<file path="src/rtl/harry_square_object.sv">
// rtl/harry_square_object.sv - Player sprite: pixel hit-test, frame-stepped motion with gravity, collision freeze and respawn.
module harry_square_object #(
  parameter int OBJECT_WIDTH_X  = 64,
  parameter int OBJECT_HEIGHT_Y = 38,
  parameter int INITIAL_X       = 280,
  parameter int INITIAL_Y       = 185,
  parameter int X_STEP          = 4,
  parameter int JUMP_SPEED      = 12,
  parameter int GRAVITY         = 1,
  parameter int MAX_FALL        = 10,
  parameter int HIT_FRAMES      = 30,
  parameter int SCREEN_W        = 640,
  parameter int SCREEN_H        = 480
) (
  input  logic        clk,
  input  logic        reset,
  input  logic [10:0] pixelX,
  input  logic [10:0] pixelY,
  input  logic        startOfFrame,
  input  logic        moveLeft,
  input  logic        moveRight,
  input  logic        jump,
  input  logic        collision,
  output logic [10:0] offsetX,
  output logic [10:0] offsetY,
  output logic        InsideRectangle,
  output logic [10:0] topLeftX,
  output logic [10:0] topLeftY,
  output logic [1:0]  state
);

  localparam int CW = $clog2(HIT_FRAMES + 1);

  localparam logic        [11:0] OBJ_W   = 12'(OBJECT_WIDTH_X);
  localparam logic        [11:0] OBJ_H   = 12'(OBJECT_HEIGHT_Y);
  localparam logic        [10:0] INIT_X  = 11'(INITIAL_X);
  localparam logic        [10:0] INIT_Y  = 11'(INITIAL_Y);
  localparam logic        [10:0] STEP_X  = 11'(X_STEP);
  localparam logic        [11:0] X_LIMIT = 12'(SCREEN_W - OBJECT_WIDTH_X - X_STEP);
  localparam logic signed [10:0] JUMP_V  = 11'(-JUMP_SPEED);
  localparam logic signed [11:0] GRAV    = 12'(GRAVITY);
  localparam logic signed [11:0] MAXF    = 12'(MAX_FALL);
  localparam logic signed [12:0] Y_MAX   = 13'(SCREEN_H - OBJECT_HEIGHT_Y);
  localparam logic      [CW-1:0] CNT_LD  = CW'(HIT_FRAMES - 1);

  typedef enum logic [1:0] {
    IDLE   = 2'd0,
    FLYING = 2'd1,
    HIT    = 2'd2
  } state_t;

  state_t             st;
  logic signed [10:0] ySpeed;
  logic [CW-1:0]      hitCnt;
  logic               hitPending;

  assign state = st;

  // Box test against the currently registered position.
  logic [11:0] x_end;
  logic [11:0] y_end;
  logic        inside_c;

  assign x_end    = {1'b0, topLeftX} + OBJ_W;
  assign y_end    = {1'b0, topLeftY} + OBJ_H;
  assign inside_c = (pixelX >= topLeftX) && ({1'b0, pixelX} < x_end) &&
                    (pixelY >= topLeftY) && ({1'b0, pixelY} < y_end);

  always_ff @(posedge clk or posedge reset) begin
    if (reset) begin
      InsideRectangle <= 1'b0;
      offsetX         <= '0;
      offsetY         <= '0;
    end else begin
      InsideRectangle <= inside_c;
      offsetX         <= inside_c ? (pixelX - topLeftX) : '0;
      offsetY         <= inside_c ? (pixelY - topLeftY) : '0;
    end
  end

  logic [10:0]        x_new;
  logic [10:0]        y_new;
  logic signed [10:0] spd_new;
  logic signed [10:0] spd_raw;
  logic signed [11:0] spd_inc;
  logic signed [12:0] y_sum;

  always_comb begin
    x_new = topLeftX;
    if (moveRight && !moveLeft && ({1'b0, topLeftX} <= X_LIMIT))
      x_new = topLeftX + STEP_X;
    else if (moveLeft && !moveRight && (topLeftX >= STEP_X))
      x_new = topLeftX - STEP_X;

    spd_inc = $signed({ySpeed[10], ySpeed}) + GRAV;
    if (jump)
      spd_raw = JUMP_V;
    else if (spd_inc > MAXF)
      spd_raw = MAXF[10:0];
    else
      spd_raw = spd_inc[10:0];

    // Position uses the freshly updated speed; hitting either limit kills the speed.
    y_sum   = $signed({2'b00, topLeftY}) + $signed({{2{spd_raw[10]}}, spd_raw});
    y_new   = y_sum[10:0];
    spd_new = spd_raw;
    if (y_sum < 13'sd0) begin
      y_new   = '0;
      spd_new = '0;
    end else if (y_sum > Y_MAX) begin
      y_new   = Y_MAX[10:0];
      spd_new = '0;
    end
  end

  always_ff @(posedge clk or posedge reset) begin
    if (reset) begin
      st         <= IDLE;
      topLeftX   <= INIT_X;
      topLeftY   <= INIT_Y;
      ySpeed     <= '0;
      hitCnt     <= '0;
      hitPending <= 1'b0;
    end else begin
      case (st)
        IDLE: begin
          topLeftX <= INIT_X;
          topLeftY <= INIT_Y;
          if (startOfFrame && (moveLeft || moveRight || jump))
            st <= FLYING;
        end
        FLYING: begin
          if (startOfFrame) begin
            if (collision || hitPending) begin
              st         <= HIT;
              hitPending <= 1'b0;
              hitCnt     <= CNT_LD;
            end else begin
              topLeftX <= x_new;
              topLeftY <= y_new;
              ySpeed   <= spd_new;
            end
          end else if (collision) begin
            hitPending <= 1'b1;
          end
        end
        HIT: begin
          if (startOfFrame) begin
            if (hitCnt == '0) begin
              st       <= IDLE;
              topLeftX <= INIT_X;
              topLeftY <= INIT_Y;
              ySpeed   <= '0;
            end else begin
              hitCnt <= hitCnt - CW'(1);
            end
          end
        end
        default: st <= IDLE;
      endcase
    end
  end

endmodule

</file>
<file path="config.mk">
export PLATFORM = sky130hd
export DESIGN_NAME = harry_square_object
export DESIGN_NICKNAME = d
export VERILOG_FILES = /design/src/rtl/harry_square_object.sv
export SDC_FILE = /design/constraint.sdc
export NUM_CORES = 1
export LEC_CHECK = 0
export ABC_AREA = 0
export CAP_MARGIN = 20
export CORE_MARGIN = 4
export CORE_UTILIZATION = 60
export DETAILED_ROUTE_END_ITERATION = 7
export GPL_ROUTABILITY_DRIVEN = 0
export HOLD_SLACK_MARGIN = 0.06
export PLACE_DENSITY = 0.87
export SETUP_SLACK_MARGIN = 0.02
export SLEW_MARGIN = 20
export SYNTH_ARGS = -nofsm -noshare
export SYNTH_HDL_FRONTEND = slang
export SYNTH_SLANG_ARGS = --single-unit
export TNS_END_PERCENT = 100
</file>
<file path="constraint.sdc">
create_clock -name clk -period 14.2 [get_ports clk]
set_clock_uncertainty 0.2 [all_clocks]
set_input_delay 2.84 -clock clk [delete_from_list [all_inputs] [get_ports clk]]
set_output_delay 2.84 -clock clk [all_outputs]
set_load 0.05 [all_outputs]
</file>
==> qor.yml, run 1 <==
pwr:
  p_leak_uw: 0.002820
  peakVddDrop_mv: 0.08044
  power_density_nw_per_um2: 114.0
final_layout:
  finish.utilization_pct: 73.27
  final_cell_area_um2: 6390
  layoutNonFillerInstCount: 811
  n_antenna_cell: 0
  drive_above_1_share_pct: 7.681
  areaGrowthSynthToFinish_pct: 18.55
  multi_input_area_um2: 3492
  register_area_um2: 1562
  fin_nets: 789
  nFillCells: 621
critical_path:
  r2r-end: "ySpeed[2]"
  worst-path-max-fanout: 23
  r2r.worst_path.cells: 19
  end_kind: "register"
  crit_path_top_delay_cell: "clkdlybuf4s50_1"
  crit_chain: "clkdlybuf4s50_1, nor3_1, ha_1, inv_1, fa_1, or3b_2, a221o_1, a2111o_1, a31oi_1, o31ai_1, o211ai_1, a31oi_2, o311ai_2, or3_4, o21ai_0"
  reg2reg_from: "ySpeed[0]"
  critPathArrivalTime_ns: 7.65
  reg2reg_slack_ns: 8.32
  crit_buf_inv: 2
  start_kind: "input pin"
  crit_type: "in -> reg"
  critPathTopFamily: "compound AO/OA/AOI/OAI gates"
  critical_path_required_ns: 14.23
  max_stage_delay_ns: 0.84
die:
  coreArea_um2: 8721
  die_h_um: 102.8
  pin_count: 76
  rows: 34
  die_x_um: 102.8
  initial_core_util_pct: 61.81
  fp.dieArea_um2: 10560
yosys:
  yosys.area_share.simple_pct: 18.27
  yosys.area_share.xor_xnor_pct: 7.451
  ys_types: 70
  synth-compound-area-share_pct: 23.86
  ys_ff_latch: 62
  synth_fa_ha_area_share_pct: 14.81
  synthCells: 632
  synth_warnings: 0
  async_flop_share_pct: 100.0
  seq_area_frac_synth_pct: 28.97
  synth_edf_count: 0
  synthMuxAreaShare_pct: 0
  ys.flop_type: "dfrtp_1"
  synth_top_family_by_area: "compound AO/OA/AOI/OAI gates"
  syn_area_per_cell_um2: 8.529
  synthesis.area_um2: 5390
cts:
  htreeDepth: 3
  cts_inserted_buffers: 9
  postCtsHoldBufs: 0
  clkLatencyLatePin_ns: 0.35
  cts_tree: "done"
  post_cts_resize_count: 0
  cts.path.max_buffers: 2
  cts.sinks: 62
  path_clk_slew_ns: 0.08
  cts_root_buf: "clkbuf_8"
  cts_setup_buffers: 0
route:
  vias: 5166
  dr.pass1.iters: 6
  drc: 0
  vias_per_cell: 6.370
  drtIter0Drc: 400
  ant_nets: 0
  wl_per_cell_um: 17.25
  wl_um: 13990
sta:
  worstMarginPinSlew_ns: 0.8394
  fmax_mhz: 131.2
  slew_headroom_pct: 43.86
  drv_slew: 0
  setup_viol: 0
  finalCriticalPeriod_ns: 7.624
  finalCritPeriodShare_pct: 53.69
  tns_ns: 0
  hold_viol_final: 0
  fin_ws_ns: 6.576
  rsz0062_at_grt: "no"
global_routing:
  grt_pass1_wl_um: 22320
  overflow: 0
  track_usage_pct: 26.34
  grt_max_degree: 63
  antenna_found_initial: 0
  grt_pass1_vias: 4803
min_path:
  min_to: "state[0]"
  hp-class: "reg -> reg"
  holdPathStages: 1
  min_from: "state[1]"
place:
  place_inst: 795
  dp_hpwl_um: 10400
  dp_slack_ns: 6.348
  port_buffers: 73
  placed_area_um2: 6167
run:
  maxCapViolCount: 0
run_status:
  status: "finished clean"
registers in the layout (all words and copies together) (netlist names):
signal,flops
topLeftX,9
InsideRectangle,1
state,2
offsetY,11
ySpeed,11
hitPending,1
hitCnt,5
topLeftY,11
offsetX,11
per-stage QoR:
stage	hold WS (ns)	power, uW
after floorplan	0.2889	449.1
after CTS	0.3424	723.4
final	0.3414	728.4
after global placement	0.3146	528.4
after detailed placement	0.3314	542.3
after global routing	0.3733	768.4
layout by cell type (no fill, tap or decap), drive strengths merged, types with 4 or more instances in the layout:
master and n:
nor4 12, nor4b 5, nor2 38, o31ai 7, or3 4, o22ai 4
o21a 7, a31oi 10, dfrtp 54, nor2b 9, a21oi 35, xor2 12
conb 4, o21ai 48, inv 59, dfstp 8, o211ai 5, nor3 22
nand3 19, ha 59, nand2b 4, o31a 5, a21o 17, clkbuf 10
xnor2 33, nand2 53, clkdlybuf4s50 73, nand4 15, a31o 5, and3 5
a21boi 8
area by class of cell:
cell class	count	share of cell area, %
clock buffer	10	2.154
timing repair buffer	76	11.79
sequential	62	24.44
tap	108	2.115
inverter	60	3.525
clock inverter	6	1.332
multi-input combinational	489	54.65
power by group:
group          switching (uW)  internal [uW]
logic                     209            118
registers                24.2            197
clock network            76.6            103
cell usage after synthesis, drive strengths merged, types with 3 or more instances:
cell type | number | area (um^2)
a21oi | 35 | 175.2
a2111oi | 3 | 45.05
a211o | 3 | 26.28
dfstp | 8 | 210.2
nand2 | 53 | 198.9
clkbuf | 14 | 52.55
dfrtp | 54 | 1351
nor3 | 22 | 110.1
a21o | 17 | 127.6
o211ai | 5 | 37.54
a31o | 5 | 43.79
nor2b | 9 | 56.30
o22ai | 4 | 37.53
a21boi | 8 | 60.06
fa | 3 | 60.06
xor2 | 12 | 105.1
a221oi | 3 | 26.28
o31ai | 7 | 52.55
o21ai | 48 | 274.0
buf | 9 | 72.56
nor4 | 12 | 75.07
nor2 | 38 | 142.6
a311oi | 3 | 26.28
inv | 59 | 221.5
or3 | 4 | 30.03
a31oi | 10 | 68.81
nand3b | 3 | 22.52
o21a | 7 | 52.55
nor3b | 3 | 22.52
nand3 | 19 | 100.1
nand4 | 15 | 93.84
o31a | 5 | 43.79
and3 | 5 | 31.28
nand2b | 4 | 25.02
ha | 59 | 738.2
xnor2 | 33 | 296.5
nor4b | 5 | 43.79
metal layers:
metal | up-vias | global-route usage (%) | wire [um]
met5 | - | 0 | 0
met4 | 0 | 8.367 | 358
met3 | 49 | 4.668 | 1141
met2 | 272 | 45.43 | 6726
met1 | 2436 | 33.60 | 5766
li1 | 2409 | - | -
kinds of logic (layout without fill, tap and decap cells):
logic type               count (synthesis)  count (layout)
XOR/XNOR                                45              45
adder cells (fa/ha/maj)                 62              62
AND/OR/NAND/NOR                        196             196
other                                    2               4
flip-flops                              62              62
AO/OA/AOI/OAI                          182             182
buffers and inverters                   83             152
worst max path at each step:
| stage | from | to | slack [ns] | cells past startpoint |
|---|---|---|---|---|
| detailed placement | jump | ySpeed[2] | 6.35 | 15 |
| CTS | jump | ySpeed[2] | 6.70 | 15 |
| finish | jump | ySpeed[2] | 6.58 | 15 |
| global route | jump | ySpeed[2] | 6.48 | 15 |
| global placement | jump | ySpeed[2] | 6.61 | 15 |
| floorplan | jump | topLeftY[2] | 7.27 | 17 |
Note: power is estimated with default switching activity, not from simulation.
==> run 2: changes to the inputs <==
--- a/config.mk
+++ b/config.mk
@@ -8,11 +8,11 @@
 export ABC_AREA = 0
 export CAP_MARGIN = 20
 export CORE_MARGIN = 4
-export CORE_UTILIZATION = 60
+export CORE_UTILIZATION = 51
 export DETAILED_ROUTE_END_ITERATION = 7
 export GPL_ROUTABILITY_DRIVEN = 0
 export HOLD_SLACK_MARGIN = 0.06
-export PLACE_DENSITY = 0.87
+export PLACE_DENSITY = 0.78
 export SETUP_SLACK_MARGIN = 0.02
 export SLEW_MARGIN = 20
 export SYNTH_ARGS = -nofsm -noshare
==> constraint.sdc (replaced) <==
create_clock -name clk -period 7 [get_ports clk]
set_clock_uncertainty 0.2 [all_clocks]
set_input_delay 1.4 -clock clk [delete_from_list [all_inputs] [get_ports clk]]
set_output_delay 1.4 -clock clk [all_outputs]
set_load 0.05 [all_outputs]
==> run 2 against run 1 <==
Against the previous run:
- global-route usage decreased by 4.5 points
- via count fell by 4.1%
- sequential share of layout area down 0.18 points
- final cell count up 3.5%
- critical path type unchanged
- largest cell class unchanged
- highest routed layer unchanged
==> qor.yml, run 2 (synthesis gave the netlist of run 1 again) <==
run_status:
  status: "finished clean"  # unchanged
global_routing:
  grt_pass1_wl_um: 22570  # was 22320 um
  antenna_found_initial: 0  # unchanged
  track_usage_pct: 21.82  # was 26.34%
  grt_max_degree: 63  # unchanged
  overflow: 0  # unchanged
  grt_pass1_vias: 4804  # was 4803
min_path:
  hp-class: "reg -> reg"  # unchanged
die:
  coreArea_um2: 10320  # was 8721 um^2
  initial_core_util_pct: 52.21  # was 61.81%
  rows: 37  # was 34
  pin_count: 76  # unchanged
  die_h_um: 110.8  # was 102.8 um
  die_x_um: 110.8  # was 102.8 um
  fp.dieArea_um2: 12280  # was 10560 um^2
pwr:
  netSwitchingPower_uw: 609.8  # was 309.8 uW
  pwr-share-seq_pct: 30.5  # was 30.4%
  power_density_nw_per_um2: 229.2  # was 114.0 nW/um^2
  sw_frac_of_total_pct: 41.34  # was 42.53%
  clkPwrFrac_pct: 25.7  # was 24.7%
  p_int_uw: 865.4  # was 418.6 uW
  p_leak_uw: 0.002832  # was 0.002820 uW
  peakVddDrop_mv: 0.1297  # was 0.08044 mV
  p_comb_share_pct: 43.8  # was 44.9%
critical_path:
  critPathTopFamily: "compound AO/OA/AOI/OAI gates"  # unchanged
  crit_type: "in -> reg"  # unchanged
  crit_path_top_delay_cell: "clkdlybuf4s50_1"  # unchanged
  worst-path-max-fanout: 14  # was 23
  critical_path_required_ns: 7.03  # was 14.23 ns
  reg2reg_slack_ns: 1.30  # was 8.32 ns
  crit_chain: "clkdlybuf4s50_1, buf_4, a21oi_1, inv_1, ha_1, or3b_2, a221o_1, a2111o_1, a31oi_1, o31ai_1, o211ai_1, a31oi_2, o311ai_2, or3_4, o21ai_0"  # was clkdlybuf4s50_1, nor3_1, ha_1, inv_1, fa_1, or3b_2, a221o_1, a2111o_1, a31oi_1, o31ai_1, o211ai_1, a31oi_2, o311ai_2, or3_4, o21ai_0
  end_kind: "register"  # unchanged
  crit_buf_inv: 3  # was 2
  critPathArrivalTime_ns: 5.81  # was 7.65 ns
  max_stage_delay_ns: 0.66  # was 0.84 ns
  start_kind: "input pin"  # unchanged
sta:
  fin_ws_ns: 1.224  # was 6.576 ns
  worstMarginPinSlew_ns: 1.030  # was 0.8394 ns
  fmax_mhz: 173.1
  drv_slew: 0  # unchanged
  slew_headroom_pct: 30.89  # was 43.86%
  hold_viol_final: 0  # unchanged
  setup_viol: 0  # unchanged
  finalCriticalPeriod_ns: 5.776
  finalCritPeriodShare_pct: 82.52
  rsz0062_at_grt: "no"  # unchanged
  hold_ws_ns: 0.3630  # was 0.3414 ns
  tns_ns: 0  # unchanged
cts:
  postCtsHoldBufs: 0  # unchanged
  cts.path.max_buffers: 2  # unchanged
  cts_root_buf: "clkbuf_8"  # unchanged
  path_clk_slew_ns: 0.08  # about the same
  clkLatencyLatePin_ns: 0.35  # about the same
  cts_tree: "done"  # unchanged
  cts.sinks: 62  # unchanged
  post_cts_resize_count: 0  # unchanged
  htreeDepth: 3  # unchanged
  cts_setup_buffers: 0  # unchanged
  cts_inserted_buffers: 9  # unchanged
final_layout:
  drive_above_1_share_pct: 7.539  # was 7.681%
  finish.utilization_pct: 62.34  # was 73.27%
  fin_nets: 789  # unchanged
  n_antenna_cell: 0  # unchanged
  final_cell_area_um2: 6436  # was 6390 um^2
  most-common-layout-cells: "clkdlybuf4s50_1, ha_1, inv_1, dfrtp_1, nand2_1"  # unchanged
  nFillCells: 866  # was 621
  final_common_cell: "clkdlybuf4s50_1"  # unchanged
  areaGrowthSynthToFinish_pct: 19.41  # was 18.55%
route:
  vias: 4953  # was 5166
  dr_wl_met3_um: 701  # was 1141 um
  drtIter0Drc: 362  # was 400
  wl_met1_um: 5902  # was 5766 um
  wl_met2_um: 6522  # was 6726 um
  ant_nets: 0  # unchanged
  top_layer_used: "met4"  # unchanged
  wl_per_cell_um: 15.92  # was 17.25 um
  dr.pass1.iters: 5  # was 6
  drc: 0  # unchanged
  vias_per_cell: 5.903  # was 6.370
  wl_um: 13360  # was 13990 um
place:
  dp_slack_ns: 0.9143  # was 6.348 ns
  dp_hpwl_um: 10400  # about the same
  placed_area_um2: 6202  # was 6167 um^2
  port_buffers: 73  # unchanged
run:
  maxCapViolCount: 0  # unchanged
-- run 2: cell types whose count changed in the layout (fill, tap and decap cells not counted), sizes merged --
cell / change
clkinv: -1
clkinvlp: -2
clkbuf: +3
-- run 2: worst reg2reg max path, stage by stage, from the launching register on --
cell       delay (ns)
dfrtp_1          0.47
ha_1             0.31
xor2_1           0.22
a2111oi_4        0.40
o21a_1           0.22
a31oi_1          0.15
nor3_1           0.19
ha_1             0.20
inv_1            0.05
fa_1             0.49
or3b_2           0.46
a221o_1          0.35
a2111o_1         0.39
a31oi_1          0.16
o31ai_1          0.11
o211ai_1         0.13
a31oi_2          0.14
o311ai_2         0.46
or3_4            0.35
o21ai_0          0.13
-- run 2: layout make-up --
cell class	instances	area, um^2	share of cell area, %
multi-input combinational	489	3492	54.26
sequential	62	1562	24.26
timing repair buffer	76	753.2	11.70
inverter	60	225.2	3.499
tap	136	170.2	2.644
clock buffer	13	168.9	2.624
clock inverter	3	65.06	1.011
-- run 2: stage by stage --
stage	power, uW	cells
final	1475	839
after global routing	1566	839
after CTS	1475	839
after floorplan	911.0	634
after global placement	1074	823
after detailed placement	1096	823
-- run 2: worst paths after layout --
check                      depth (start not counted)         end      start
setup reg to reg                                  19   ySpeed[2]  ySpeed[0]
min in group asynchronous                          3   ySpeed[5]      reset
setup / recovery                                  15   ySpeed[2]       jump
hold / removal                                     2   hitCnt[3]  hitCnt[3]
hold reg to reg                                    2   hitCnt[3]  hitCnt[3]
max in group asynchronous                          3  offsetY[5]      reset
-- run 2: routing by layer --
metal  up-vias  GRT usage [%]
met5         -              0
met4         0          8.292
met3        20          2.893
met2       165          37.34
met1      2351          28.01
li1       2417              -
-- run 2: power groups by stage --
| stage | Clock (uW) | Combinational [uW] | Sequential (uW) |
|---|---|---|---|
| 3_3_place_gp | 0 | 619 | 454 |
| 2_1_floorplan | 0 | 380 | 531 |
| 4_1_cts | 382 | 643 | 450 |
| 3_5_place_dp | 0 | 639 | 457 |
| 6_report | 379 | 646 | 450 |
| 5_1_grt | 398 | 711 | 456 |
==> run 3: changes to the inputs <==
--- a/config.mk
+++ b/config.mk
@@ -8,11 +8,11 @@
 export ABC_AREA = 0
 export CAP_MARGIN = 20
 export CORE_MARGIN = 4
-export CORE_UTILIZATION = 51
+export CORE_UTILIZATION = 56
 export DETAILED_ROUTE_END_ITERATION = 7
 export GPL_ROUTABILITY_DRIVEN = 0
 export HOLD_SLACK_MARGIN = 0.06
-export PLACE_DENSITY = 0.78
+export PLACE_DENSITY = 0.82
 export SETUP_SLACK_MARGIN = 0.02
 export SLEW_MARGIN = 20
 export SYNTH_ARGS = -nofsm -noshare
==> constraint.sdc (replaced) <==
create_clock -name clk -period 5.9 [get_ports clk]
set_clock_uncertainty 0.2 [all_clocks]
set_input_delay 1.18 -clock clk [delete_from_list [all_inputs] [get_ports clk]]
set_output_delay 1.18 -clock clk [all_outputs]
set_load 0.05 [all_outputs]
==> run 3 against run 2 <==
Against the previous run:
- clock power grew 13%
- largest cell class unchanged
- design area grew 0.16%
- combinational power grew 20%
- sequential cell count is the same
- critical path type is now reg -> reg
- largest power group unchanged
==> qor.yml, run 3 (synthesis gave the netlist of run 1 again) <==
run_status:
  status: "finished clean"  # unchanged
place:
  port_buffers: 73  # unchanged
  dp_hpwl_um: 10350  # was 10400 um
final_layout:
  finish.utilization_pct: 69.43  # was 62.34%
  most-common-layout-cells: "clkdlybuf4s50_1, ha_1, inv_1, dfrtp_1, nand2_1"  # unchanged
  n_antenna_cell: 0  # unchanged
  areaGrowthSynthToFinish_pct: 19.59  # was 19.41%
  final_common_cell: "clkdlybuf4s50_1"  # unchanged
  fin_nets: 793  # was 789
  nFillCells: 768  # was 866
  drive_above_1_share_pct: 8.204  # was 7.539%
cts:
  path_clk_slew_ns: 0.07  # was 0.08 ns
  post_cts_resize_count: 0  # unchanged
  cts_root_buf: "clkbuf_8"  # unchanged
  cts_setup_buffers: 0  # unchanged
  cts.path.max_buffers: 2  # unchanged
  postCtsHoldBufs: 0  # unchanged
  clkLatencyLatePin_ns: 0.34  # was 0.35 ns
  cts_tree: "done"  # unchanged
  cts_inserted_buffers: 9  # unchanged
  htreeDepth: 3  # unchanged
  cts.sinks: 62  # unchanged
die:
  die_x_um: 106.1  # was 110.8 um
  coreArea_um2: 9284  # was 10320 um^2
  pin_count: 76  # unchanged
  fp.dieArea_um2: 11260  # was 12280 um^2
  rows: 35  # was 37
  die_h_um: 106.1  # was 110.8 um
  initial_core_util_pct: 58.06  # was 52.21%
route:
  wl_per_cell_um: 16.14  # was 15.92 um
  vias_per_cell: 5.891  # was 5.903
  drc: 0  # unchanged
  ant_nets: 0  # unchanged
  wl_met1_um: 6021  # was 5902 um
  top_layer_used: "met4"  # unchanged
  vias: 4925  # was 4953
  wl_um: 13500  # was 13360 um
  dr.pass1.iters: 5  # unchanged
  wl_met2_um: 6550  # was 6522 um
  drtIter0Drc: 410  # was 362
  dr_wl_met3_um: 661  # was 701 um
global_routing:
  antenna_found_initial: 0  # unchanged
  track_usage_pct: 24.06  # was 21.82%
  overflow: 0  # unchanged
  grt_max_degree: 63  # unchanged
  grt_pass1_wl_um: 22520  # was 22570 um
  grt_pass1_vias: 4827  # was 4804
sta:
  rsz0062_at_grt: "no"  # unchanged
  worstMarginPinSlew_ns: 0.8879  # was 1.030 ns
  fmax_mhz: 179.3
  drv_slew: 0  # unchanged
  finalCritPeriodShare_pct: 94.53
  tns_ns: 0  # unchanged
  hold_viol_final: 0  # unchanged
  finalCriticalPeriod_ns: 5.577
  setup_viol: 0  # unchanged
  slew_headroom_pct: 40.69  # was 30.89%
critical_path:
  critPathArrivalTime_ns: 5.62  # was 5.81 ns
  critical_path_required_ns: 5.94  # was 7.03 ns
  start_kind: "register"  # was input pin
  end_kind: "register"  # unchanged
  worst-path-max-fanout: 8  # was 14
  crit_type: "reg -> reg"  # was in -> reg
  max_stage_delay_ns: 0.49  # was 0.66 ns
  crit_path_top_delay_cell: "fa_1"  # was clkdlybuf4s50_1
  crit_chain: "ha_1, xor2_1, a2111oi_4, o21a_1, a31oi_1, nor3_1, ha_1, inv_1, fa_1, or3b_2, a221o_1, a2111o_1, a31oi_1, o31ai_1, o211ai_1, a31oi_2, o311ai_2, buf_4, nor2_1, a221oi_1"  # was clkdlybuf4s50_1, buf_4, a21oi_1, inv_1, ha_1, or3b_2, a221o_1, a2111o_1, a31oi_1, o31ai_1, o211ai_1, a31oi_2, o311ai_2, or3_4, o21ai_0
pwr:
  p_int_uw: 1010  # was 865.4 uW
  clkPwrFrac_pct: 24.6  # was 25.7%
  p_comb_share_pct: 44.8  # was 43.8%
  peakVddDrop_mv: 0.1544  # was 0.1297 mV
  sw_frac_of_total_pct: 41.89  # was 41.34%
  netSwitchingPower_uw: 727.7  # was 609.8 uW
  p_total_uw: 1737  # was 1475 uW
  p_leak_uw: 0.002838  # was 0.002832 uW
  power_density_nw_per_um2: 269.5  # was 229.2 nW/um^2
  pwr-share-seq_pct: 30.6  # was 30.5%
min_path:
  hp-class: "reg -> reg"  # unchanged
run:
  maxCapViolCount: 0  # unchanged
run 3: area by class of cell:
class,count,area (um^2),area share [%]
Clock buffer,10,137.6,2.135
Sequential cell,62,1562,24.22
Timing Repair Buffer,80,783.3,12.15
Clock inverter,6,85.08,1.320
Inverter,60,225.2,3.494
Multi-Input combinational cell,489,3492,54.17
Tap cell,129,161.4,2.504
run 3: worst max-delay path, delay by kind of cell (launching register included):
kind                       cells  cell delay (ns)
DFF                            1             0.47
and+or+nand+nor                3             0.71
adders and majority gates      3             1.01
buffers and inverters          2             0.25
xor gates and xnor gates       1             0.22
AOI/OAI and AO/OA             11             2.66
run 3: per-layer routing:
metal	up-vias	GRT usage, %
li1	2416	-
met1	2308	30.92
met2	169	41.54
met3	32	3.522
met4	0	7.771
met5	-	0
run 3: metrics by stage:
stage	std cells	cell area, um^2	hold WS [ns]	setup slack [ns]
detailed placement	820	6223	0.3197	0.3667
finish	836	6446	0.3425	0.3229
global route	836	6446	0.3640	0.05257
global placement	820	6223	0.3087	0.5514
floorplan	634	5398	0.2889	0.6295
CTS	836	6446	0.3369	0.3786
run 3: final timing paths:
check                          start     endpoint  slack [ns]  cells after the start
setup / recovery           ySpeed[0]  topLeftY[3]        0.32                     20
hold / removal             hitCnt[4]    hitCnt[4]        0.34                      2
setup reg to reg           ySpeed[0]  topLeftY[3]        0.32                     20
hold reg to reg            hitCnt[4]    hitCnt[4]        0.34                      2
max in group asynchronous      reset   offsetY[5]        3.82                      3
min in group asynchronous      reset    ySpeed[7]        1.18                      3
run 3: power groups by stage:
stage | clock [uW] | sequential, uW | combinational [uW]
2_1_floorplan | 0 | 629 | 451
3_3_place_gp | 0 | 537 | 742
3_5_place_dp | 0 | 539 | 764
4_1_cts | 432 | 531 | 770
5_1_grt | 451 | 541 | 850
6_report | 428 | 532 | 778
